--- src/rtl/cacheline_burst_adaptor_pkg.sv ---
// Shared widths, state encoding and helpers for the cache-line to memory-burst adaptor.
package cacheline_adaptor_pkg;

   localparam int unsigned W_LINE   = 256;
   localparam int unsigned W_BURST  = 64;
   localparam int unsigned BEATS    = W_LINE / W_BURST;
   localparam int unsigned S_OFFSET = 5;
   localparam int unsigned W_ADDR   = 32;
   localparam int unsigned W_CNT    = $clog2(BEATS);

   typedef enum logic [1:0] {IDLE, RD, WR, DONE} state_e;

   typedef logic [W_CNT-1:0]   beat_cnt_t;
   typedef logic [W_BURST-1:0] beat_t;

   // Clear the line-offset bits so the burst always starts on a line boundary.
   function automatic logic [W_ADDR-1:0] line_align(input logic [W_ADDR-1:0] addr);
      return {addr[W_ADDR-1:S_OFFSET], S_OFFSET'(0)};
   endfunction

endpackage

--- src/rtl/cacheline_burst_adaptor_if.sv ---
// Cache-side and memory-side bundles of the line/burst adaptor.
interface cacheline_line_if;
   import cacheline_adaptor_pkg::*;

   logic [W_ADDR-1:0] line_address;
   logic              line_read;
   logic              line_write;
   logic [W_LINE-1:0] line_wdata;
   logic [W_LINE-1:0] line_rdata;
   logic              line_resp;

   modport master (output line_address, line_read, line_write, line_wdata,
                   input  line_rdata, line_resp);
   modport slave  (input  line_address, line_read, line_write, line_wdata,
                   output line_rdata, line_resp);
endinterface

interface cacheline_burst_if;
   import cacheline_adaptor_pkg::*;

   logic [W_ADDR-1:0]  burst_address;
   logic               burst_read;
   logic               burst_write;
   logic [W_BURST-1:0] burst_wdata;
   logic [W_BURST-1:0] burst_rdata;
   logic               burst_resp;

   modport master (output burst_address, burst_read, burst_write, burst_wdata,
                   input  burst_rdata, burst_resp);
   modport slave  (input  burst_address, burst_read, burst_write, burst_wdata,
                   output burst_rdata, burst_resp);
endinterface

--- src/rtl/cacheline_burst_adaptor.sv ---
// Splits one cache-line read/write into a burst of memory beats and reassembles reads.
module cacheline_burst_adaptor
   import cacheline_adaptor_pkg::*;
(
   input  logic              clk,
   input  logic              rst,
   cacheline_line_if.slave   line,
   cacheline_burst_if.master burst
);

   localparam logic [1:0] ST_IDLE = IDLE;
   localparam logic [1:0] ST_RD   = RD;
   localparam logic [1:0] ST_WR   = WR;
   localparam logic [1:0] ST_DONE = DONE;

   logic [1:0]                    state_q, state_d;
   beat_cnt_t                     cnt_q, cnt_d;
   logic [BEATS-1:0][W_BURST-1:0] rbuf_q, rbuf_d;
   logic [BEATS-1:0][W_BURST-1:0] wbuf_q, wbuf_d;
   logic [W_ADDR-1:0]             addr_q, addr_d;
   logic                          rd_q, rd_d;
   logic                          wr_q, wr_d;
   logic                          resp_q, resp_d;
   beat_t                         wdata_q, wdata_d;

   logic last_beat_c;
   assign last_beat_c = (cnt_q == W_CNT'(BEATS - 1));

   // Next-state and next-output logic; outputs are registered from the *_d values.
   always_comb begin
      state_d = state_q;
      cnt_d   = cnt_q;
      rbuf_d  = rbuf_q;
      wbuf_d  = wbuf_q;
      addr_d  = addr_q;
      rd_d    = 1'b0;
      wr_d    = 1'b0;
      resp_d  = 1'b0;
      wdata_d = '0;
      case (state_q)
         ST_IDLE: begin
            if (line.line_read) begin
               addr_d  = line_align(line.line_address);
               rd_d    = 1'b1;
               state_d = ST_RD;
            end else if (line.line_write) begin
               addr_d  = line_align(line.line_address);
               wbuf_d  = line.line_wdata;
               wr_d    = 1'b1;
               wdata_d = line.line_wdata[W_BURST-1:0];
               state_d = ST_WR;
            end
         end
         ST_RD: begin
            rd_d = 1'b1;
            if (burst.burst_resp) begin
               rbuf_d[cnt_q] = burst.burst_rdata;
               if (last_beat_c) begin
                  cnt_d   = '0;
                  rd_d    = 1'b0;
                  resp_d  = 1'b1;
                  state_d = ST_DONE;
               end else begin
                  cnt_d = beat_cnt_t'(cnt_q + 1'b1);
               end
            end
         end
         ST_WR: begin
            wr_d    = 1'b1;
            wdata_d = wbuf_q[cnt_q];
            if (burst.burst_resp) begin
               if (last_beat_c) begin
                  cnt_d   = '0;
                  wr_d    = 1'b0;
                  wdata_d = '0;
                  resp_d  = 1'b1;
                  state_d = ST_DONE;
               end else begin
                  cnt_d   = beat_cnt_t'(cnt_q + 1'b1);
                  wdata_d = wbuf_q[beat_cnt_t'(cnt_q + 1'b1)];
               end
            end
         end
         ST_DONE: state_d = ST_IDLE;
         default: state_d = ST_IDLE;
      endcase
   end

   always_ff @(posedge clk) begin
      if (rst) begin
         state_q <= ST_IDLE;
         cnt_q   <= '0;
         rbuf_q  <= '0;
         wbuf_q  <= '0;
         addr_q  <= '0;
         rd_q    <= 1'b0;
         wr_q    <= 1'b0;
         resp_q  <= 1'b0;
         wdata_q <= '0;
      end else begin
         state_q <= state_d;
         cnt_q   <= cnt_d;
         rbuf_q  <= rbuf_d;
         wbuf_q  <= wbuf_d;
         addr_q  <= addr_d;
         rd_q    <= rd_d;
         wr_q    <= wr_d;
         resp_q  <= resp_d;
         wdata_q <= wdata_d;
      end
   end

   assign line.line_rdata     = rbuf_q;
   assign line.line_resp      = resp_q;
   assign burst.burst_address = addr_q;
   assign burst.burst_read    = rd_q;
   assign burst.burst_write   = wr_q;
   assign burst.burst_wdata   = wdata_q;

endmodule

--- src/flat_wrapper.sv ---
// flat-port wrapper written by rule: the top's interface ports become plain ports
module cacheline_burst_adaptor_flat import cacheline_adaptor_pkg::*;
  (clk, rst, line_line_address, line_line_read, line_line_write, line_line_wdata, line_line_rdata, line_line_resp, burst_burst_address, burst_burst_read, burst_burst_write, burst_burst_wdata, burst_burst_rdata, burst_burst_resp);
  cacheline_line_if line_i ();
  cacheline_burst_if burst_i ();
  input  logic clk;
  input  logic rst;
  input wire logic [$bits(line_i.line_address)-1:0] line_line_address;
  input wire logic [$bits(line_i.line_read)-1:0] line_line_read;
  input wire logic [$bits(line_i.line_write)-1:0] line_line_write;
  input wire logic [$bits(line_i.line_wdata)-1:0] line_line_wdata;
  output wire logic [$bits(line_i.line_rdata)-1:0] line_line_rdata;
  output wire logic [$bits(line_i.line_resp)-1:0] line_line_resp;
  output wire logic [$bits(burst_i.burst_address)-1:0] burst_burst_address;
  output wire logic [$bits(burst_i.burst_read)-1:0] burst_burst_read;
  output wire logic [$bits(burst_i.burst_write)-1:0] burst_burst_write;
  output wire logic [$bits(burst_i.burst_wdata)-1:0] burst_burst_wdata;
  input wire logic [$bits(burst_i.burst_rdata)-1:0] burst_burst_rdata;
  input wire logic [$bits(burst_i.burst_resp)-1:0] burst_burst_resp;
  assign line_i.line_address = line_line_address;
  assign line_i.line_read = line_line_read;
  assign line_i.line_write = line_line_write;
  assign line_i.line_wdata = line_line_wdata;
  assign line_line_rdata = line_i.line_rdata;
  assign line_line_resp = line_i.line_resp;
  assign burst_burst_address = burst_i.burst_address;
  assign burst_burst_read = burst_i.burst_read;
  assign burst_burst_write = burst_i.burst_write;
  assign burst_burst_wdata = burst_i.burst_wdata;
  assign burst_i.burst_rdata = burst_burst_rdata;
  assign burst_i.burst_resp = burst_burst_resp;
  cacheline_burst_adaptor u_core (.clk(clk), .rst(rst), .line(line_i), .burst(burst_i));
endmodule
--- config.mk ---
export PLATFORM = sky130hd
export DESIGN_NAME = cacheline_burst_adaptor_flat
export DESIGN_NICKNAME = d
export VERILOG_FILES = /design/src/rtl/cacheline_burst_adaptor_pkg.sv /design/src/rtl/cacheline_burst_adaptor_if.sv /design/src/rtl/cacheline_burst_adaptor.sv /design/src/flat_wrapper.sv
export SDC_FILE = /design/constraint.sdc
export NUM_CORES = 1
export LEC_CHECK = 0
export ABC_AREA = 1
export BUFFER_PORTS_ARGS = -buffer_cell sky130_fd_sc_hd__buf_2
export CORE_AREA = 2 2 281 283
export CTS_CLUSTER_DIAMETER = 60
export DETAILED_ROUTE_END_ITERATION = 12
export DIE_AREA = 0 0 283 285
export SYNTH_ARGS = -nofsm -noshare
export SYNTH_HDL_FRONTEND = slang
export SYNTH_SLANG_ARGS = --single-unit
--- constraint.sdc ---
create_clock -name clk -period 2.85 [get_ports clk]
set_clock_uncertainty 0.2 [all_clocks]
set_input_delay 0.285 -clock clk [delete_from_list [all_inputs] [get_ports clk]]
set_output_delay 0.285 -clock clk [all_outputs]
set_load 0.01 [all_outputs]
==> impl_metrics.env, run 1 <==
export IMPL_multi_input_comb_area_sq_um=12000
export IMPL_floorplan_core_area_sq_um=78000
export IMPL_cts_reportedPaths_clkPinSlew_ns=0.06
export IMPL_cts_root_buf="clkbuf_16"
export IMPL_synth_seq_cells=610
export IMPL_worstSkewPairLatency_ns=0.60
export IMPL_critical_path_top_cell_by_count="nand2_1"
export IMPL_slowest_stage_cell_cp="buf_12"
export IMPL_worst_path_max_stage_delay_ns=0.41
export IMPL_half_perimeter_wire_length_after_detailed_placement_um=69600
export IMPL_rsz0062_at_grt="no"
export IMPL_fmax_mhz=402
export IMPL_hold_path_class="register to register"
export IMPL_dpl_cell_count=5251
export IMPL_timing_worst_setup_path_type="register to register"
export IMPL_htree_num_levels=3
export IMPL_placementRows=103
export IMPL_worstMarginPinSlew_ns=1.69
export IMPL_startpoint_type="register"
export IMPL_grt_overflow_total=0
export IMPL_timing_critical_path_to_type="register"
export IMPL_max_cap_violations=0
export IMPL_final_period_utilization_pct=87.3
export IMPL_drc_errors=0
export IMPL_ant_nets=0
export IMPL_worst_case_headroom_to_the_max_slew_limit_pct=-12.6
export IMPL_tritoncts_clock_tree="yes"
export IMPL_yosys_warnings=0
export IMPL_share_of_the_yosys_chip_area_belonging_to_registers_pct=45.3
export IMPL_setup_ws_ns=0.361
export IMPL_data_required_time_of_the_worst_path_ns=3.18
export IMPL_critical_path_cell_chain="buf_12, nand2_1, nand3_1, nand2_1, nand2_1, nand3_1, a21oi_1"
export IMPL_setup_total_negative_slack_ns=0
export IMPL_die_width_um=283
export IMPL_grtUsageTotal_pct=25.7
export IMPL_dr_first_iter_drc_count=2613
export IMPL_netlist_instances=3772
export IMPL_commonest_cells_after_routing_fill_and_taps_aside="nand2_1 (1,089), buf_2 (699), dfxtp_1 (608), nand3_1 (448), a21oi_1 (416)"
export IMPL_clkSinkCount=610
export IMPL_path_max_fanout=244
export IMPL_post_drt_via_cell_ratio=5.14
export IMPL_firstDrtPassIters=6
export IMPL_finalCoreUtilization_pct=47.4
export IMPL_first_global_vias=27535
export IMPL_grt_start_max_net_pins=245
export IMPL_final_period_minus_worst_setup_slack_ns=2.49
export IMPL_layout_drive_gt1_share_pct=19.2
export IMPL_via_count=29524
export IMPL_detailed_place_area_sq_um=31000
export IMPL_placement_setup_worst_slack_ns=0.624
export IMPL_timing_final_hold_violations=0
export IMPL_port_buffers=701
export IMPL_final_net_count=4992
export IMPL_clock_buffers_created_by_tritoncts=74
export IMPL_final_instance_count_excl_fill=5748
export IMPL_status="complete, but fails checks"
export IMPL_power_density_nw_per_um2=811
export IMPL_report_final_setup_viol=0
export IMPL_place_gp_congestion=0.857
export IMPL_mappedNetlistArea_sq_um=27000
export IMPL_final_fill_count=7701
export IMPL_synth_area_per_cell_sq_um=7.15
export IMPL_grt_first_pass_wirelength_um=165000
export IMPL_start_util_pct=34.6
export IMPL_p_leak_nw=15.6
export IMPL_most_common_cell_after_layout_fill_and_taps_aside="nand2_1"
export IMPL_fp_dieH_um=285
export IMPL_critical_path_arrival_ns=2.82
export IMPL_vdd_ir_drop_max_uv=1010
export IMPL_final_max_slew_violation_count=151
export IMPL_post_route_cell_area_sq_um=37000
export IMPL_design_die_area_sq_um=80700
export IMPL_layout_area_overhead_vs_synth_pct=37.2
export IMPL_ioPinCount=712
export IMPL_seq_area_sq_um=12200
export IMPL_max_clock_path_buffers=3
export IMPL_wire_per_inst_um=18.9
export IMPL_synth_cell_types=24
export IMPL_ctsResizeCount=0
export IMPL_violations="max-slew violations"
export IMPL_grt_antenna_before_repair=13
export IMPL_wirelength_um=109000
==> kinds of logic (layout without fill, tap and decap cells) <==
group / after synthesis / count (layout) / share of synthesized area [%]
buffers and inverters: 611 / 1520 / 10.4
adder cells (fa/ha/maj): 7 / 7 / 0.325
other: 1 / 18 / 0.0139
AND/OR/NAND/NOR: 1930 / 1930 / 30.8
flip-flops: 610 / 610 / 45.3
AO/OA/AOI/OAI: 613 / 613 / 13.2
==> final timing paths <==
check,from,end,slack [ns],cells past startpoint
setup / recovery,u_core.cnt_q[0],u_core.burst.burst_wdata[15],0.36,7
setup reg to reg,u_core.cnt_q[0],u_core.burst.burst_wdata[15],0.36,7
hold / removal,u_core.line.line_rdata[232],u_core.line.line_rdata[232],0.26,2
hold reg to reg,u_core.line.line_rdata[232],u_core.line.line_rdata[232],0.26,2
==> per-layer routing <==
metal / part of all wire, % / global-route usage (%)
met3: 7.5 / 5.18
met5: 0.035 / 0
met1: 42 / 33.4
met4: 4.4 / 11.5
met2: 46 / 41.2
==> what timing repair did <==
action,in CTS,in global routing
hold endpoints to repair,608,0
hold buffers,351,0
setup buffers,0,0
==> worst max-delay path, delay by kind of cell, from the launching register on <==
kind | cells | cell delay [ns]
compound gates | 1 | 0.17
buf+inv | 1 | 0.41
simple gates | 5 | 0.52
flops | 1 | 0.40
==> synthesized netlist by cell type <==
cell type / instances / share of area [%]
a211oi_1: 194 / 5.4
a21oi_1: 416 / 7.7
buf_1: 42 / 0.58
buf_2: 155 / 2.9
buf_4: 37 / 1.0
buf_6: 23 / 0.96
clkbuf_1: 83 / 1.2
clkinv_2: 1 / 0.019
conb_1: 1 / 0.014
dfxtp_1: 610 / 45
ha_1: 7 / 0.32
inv_1: 266 / 3.7
inv_2: 4 / 0.056
nand2_1: 1089 / 15
nand2_2: 2 / 0.046
nand3_1: 450 / 8.4
nand3_2: 2 / 0.074
nand4_1: 192 / 4.5
nor2_1: 193 / 2.7
nor3_1: 1 / 0.019
o21ai_0: 1 / 0.019
o21bai_1: 1 / 0.028
o22ai_1: 1 / 0.023
or2_1: 1 / 0.023
==> power by group <==
| part | switching, W | internal, W |
|---|---|---|
| combinational | 0.00687 | 0.00334 |
| sequential | 0.000578 | 0.00965 |
| clock | 0.00395 | 0.00560 |
| total | 0.0114 | 0.0186 |
==> area by class of cell <==
class                   instances  share of cell area, %
clock inverters                23                  0.859
repair buffers               1116                   21.3
diodes                         13                 0.0879
multi-input cells            2555                   32.5
well taps                    1050                   3.55
inverters                     271                   2.77
flip-flops and latches        610                   33.0
clock buffers                 110                   5.84
==> metrics by stage <==
| stage | hold slack, ns | total power [W] |
|---|---|---|
| 3_3_place_gp | 0.246 | 0.0200 |
| 2_1_floorplan | 0.229 | 0.0169 |
| 5_1_grt | 0.234 | 0.0317 |
| 3_5_place_dp | 0.249 | 0.0201 |
| 6_report | 0.257 | 0.0300 |
| 4_1_cts | 0.203 | 0.0301 |
==> sequential cells by signal (all words and copies together), names as in the netlist <==
signal / cells
u_core.burst.burst_address: 27
u_core.burst.burst_read: 1
u_core.burst.burst_wdata: 64
u_core.burst.burst_write: 1
u_core.cnt_q: 2
u_core.line.line_rdata: 256
u_core.line.line_resp: 1
u_core.state_q: 2
u_core.wbuf_q: 256
Note: power is estimated with default switching activity, not from simulation.
==> inputs of run 2 (changes only) <==
--- a/config.mk
+++ b/config.mk
@@ -7,10 +7,11 @@
 export LEC_CHECK = 0
 export ABC_AREA = 1
 export BUFFER_PORTS_ARGS = -buffer_cell sky130_fd_sc_hd__buf_2
-export CORE_AREA = 2 2 281 283
+export CORE_AREA = 2 2 276 278
+export CTS_BUF_LIST = sky130_fd_sc_hd__clkbuf_4 sky130_fd_sc_hd__clkbuf_8
 export CTS_CLUSTER_DIAMETER = 60
 export DETAILED_ROUTE_END_ITERATION = 12
-export DIE_AREA = 0 0 283 285
+export DIE_AREA = 0 0 278 280
 export SYNTH_ARGS = -nofsm -noshare
 export SYNTH_HDL_FRONTEND = slang
 export SYNTH_SLANG_ARGS = --single-unit
==> run 2 against run 1 <==
Against the previous run: the flow now finishes without violations; design area shrank 0.49%; sequential cell count is the same; core utilization grew 1.5 points; via count grew 0.16%; global-route usage grew 0.68 points; maximum frequency grew 2.8%; first-iteration DRC count shrank 0.92%; critical endpoint is now u_core.burst.burst_address[20]; wire length shrank 0.88%; clock power shrank 3.9%; worst hold slack lost 0.088 ns.
==> impl_metrics.env, run 2 (synthesis results as in run 1) <==
export IMPL_critical_path_cell_chain="inv_1, ha_1, nand2_2, inv_2, nand2_1, a21oi_1, dlygate4sd3_1"
export IMPL_clkSinkCount=610
export IMPL_grt_start_max_net_pins=207
export IMPL_worst_case_headroom_to_the_max_slew_limit_pct=19.8
export IMPL_grt_antenna_before_repair=13
export IMPL_firstDrtPassIters=5
export IMPL_grt_overflow_total=0
export IMPL_first_global_vias=27583
export IMPL_fp_dieH_um=280
export IMPL_grtUsageMet2_pct=42.9
export IMPL_fmax_mhz=413
export IMPL_grtUsageMet3_pct=5.20
export IMPL_vdd_ir_drop_max_uv=858
export IMPL_number_of_buffers_inserted_by_post_cts_setup_repair=0
export IMPL_critPathBufInv=3
export IMPL_worstSkewPairLatency_ns=0.74
export IMPL_finalHoldWorstSlack_ns=0.169
export IMPL_p_leak_nw=15.7
export IMPL_wirelength_um=108000
export IMPL_hold_path_class="input port to register"
export IMPL_clock_buffers_created_by_tritoncts=108
export IMPL_critical_path_arrival_ns=2.87
export IMPL_ioPinCount=712
export IMPL_timing_final_hold_violations=0
export IMPL_ctsResizeCount=0
export IMPL_critical_path_top_delay_family="buffers and inverters"
export IMPL_timing_critical_path_to_type="register"
export IMPL_design_die_area_sq_um=77800
export IMPL_final_period_utilization_pct=84.9
export IMPL_via_count=29571
export IMPL_ant_nets=0
export IMPL_half_perimeter_wire_length_after_detailed_placement_um=65700
export IMPL_port_buffers=701
export IMPL_max_cap_violations=0
export IMPL_setup_total_negative_slack_ns=0
export IMPL_final_net_count=5023
export IMPL_final_max_slew_violation_count=0
export IMPL_most_common_cell_after_layout_fill_and_taps_aside="nand2_1"
export IMPL_drc_errors=0
export IMPL_layout_area_overhead_vs_synth_pct=36.5
export IMPL_rsz0062_at_grt="no"
export IMPL_grtUsageTotal_pct=26.4
export IMPL_die_width_um=278
export IMPL_placementRows=101
export IMPL_slowest_stage_cell_cp="dlygate4sd3_1"
export IMPL_max_clock_path_buffers=3
export IMPL_startpoint_type="register"
export IMPL_report_final_setup_viol=0
export IMPL_cts_reportedPaths_clkPinSlew_ns=0.06
export IMPL_floorplan_core_area_sq_um=75200
export IMPL_htree_num_levels=3
export IMPL_timing_worst_setup_path_type="register to register"
export IMPL_power_density_nw_per_um2=808
export IMPL_start_util_pct=35.9
export IMPL_tritoncts_clock_tree="yes"
export IMPL_cts_root_buf="clkbuf_8"
export IMPL_path_max_fanout=27
export IMPL_place_gp_congestion=0.860
export IMPL_layout_drive_gt1_share_pct=20.5
export IMPL_commonest_cells_after_routing_fill_and_taps_aside="nand2_1 (1,089), buf_2 (699), dfxtp_1 (608), nand3_1 (448), a21oi_1 (416)"
export IMPL_worstMarginPinSlew_ns=1.20
export IMPL_gr_max_usage_layer="met2"
export IMPL_data_required_time_of_the_worst_path_ns=3.30
export IMPL_worst_path_max_stage_delay_ns=0.58
export IMPL_dr_first_iter_drc_count=2589
export IMPL_grt_first_pass_wirelength_um=163000
export IMPL_gr_util_met1_pct=33.9
export IMPL_status="finished, final reports clean"
export IMPL_final_period_minus_worst_setup_slack_ns=2.42
export IMPL_wire_per_inst_um=18.8
export IMPL_post_drt_via_cell_ratio=5.16
run 2: final timing paths:
check                         startpoint                              to  slack (ns)  cells past startpoint
max                    u_core.state_q[1]  u_core.burst.burst_address[20]        0.43                      7
min                burst_burst_rdata[44]      u_core.line.line_rdata[44]        0.17                      4
max reg2reg            u_core.state_q[1]  u_core.burst.burst_address[20]        0.43                      7
min reg2reg  u_core.line.line_rdata[246]     u_core.line.line_rdata[246]        0.26                      2
run 2: metal layers:
layer / routed length (um) / share of wire, % / vias to the layer above
li1: - / - / 14345
met1: 44900 / 42 / 13642
met2: 49900 / 46 / 1278
met3: 7990 / 7.4 / 296
met4: 4860 / 4.5 / 10
met5: 51 / 0.047 / -
run 2: report_power, final:
group          internal, W  leakage, nW  switching, W
Combinational      0.00340         9.38       0.00692
Sequential         0.00966         4.97      0.000584
Clock              0.00518         1.31       0.00400
run 2: stage by stage:
stage          power [W]  cells  area (sq um)  util, %  setup WS [ns]
3_3_place_gp      0.0202   5167         30700     40.9          0.539
5_1_grt           0.0314   5733         36800     49.0          0.274
4_1_cts           0.0298   5725         36800     48.9          0.481
6_report          0.0297   5735         36800     49.0          0.429
2_1_floorplan     0.0169   3776         27000        -          0.709
3_5_place_dp      0.0202   5167         30700     40.9          0.560
run 2: cell type report:
type	instances	area (sq um)
diodes	10	25.0
clock buffers	169	2130
clock inverters	29	339
fillers	7380	38400
inverters	271	1030
multi-input cells	2555	12000
flip-flops and latches	610	12200
well taps	978	1220
repair buffers	1113	7820
run 2: repair_timing:
action | 4_1_cts | 5_1_grt
endpoints found under the hold margin | 609 | 0
endpoints found under the setup margin | 0 | 0
hold buffers | 360 | 0
run 2: worst reg2reg max path: cells and delay by family (launching register included):
kind	cells	cell delay (ns)
buf+inv	3	1.06
compound gates	1	0.15
simple gates	2	0.26
flops	1	0.33
fa+ha+maj	1	0.37
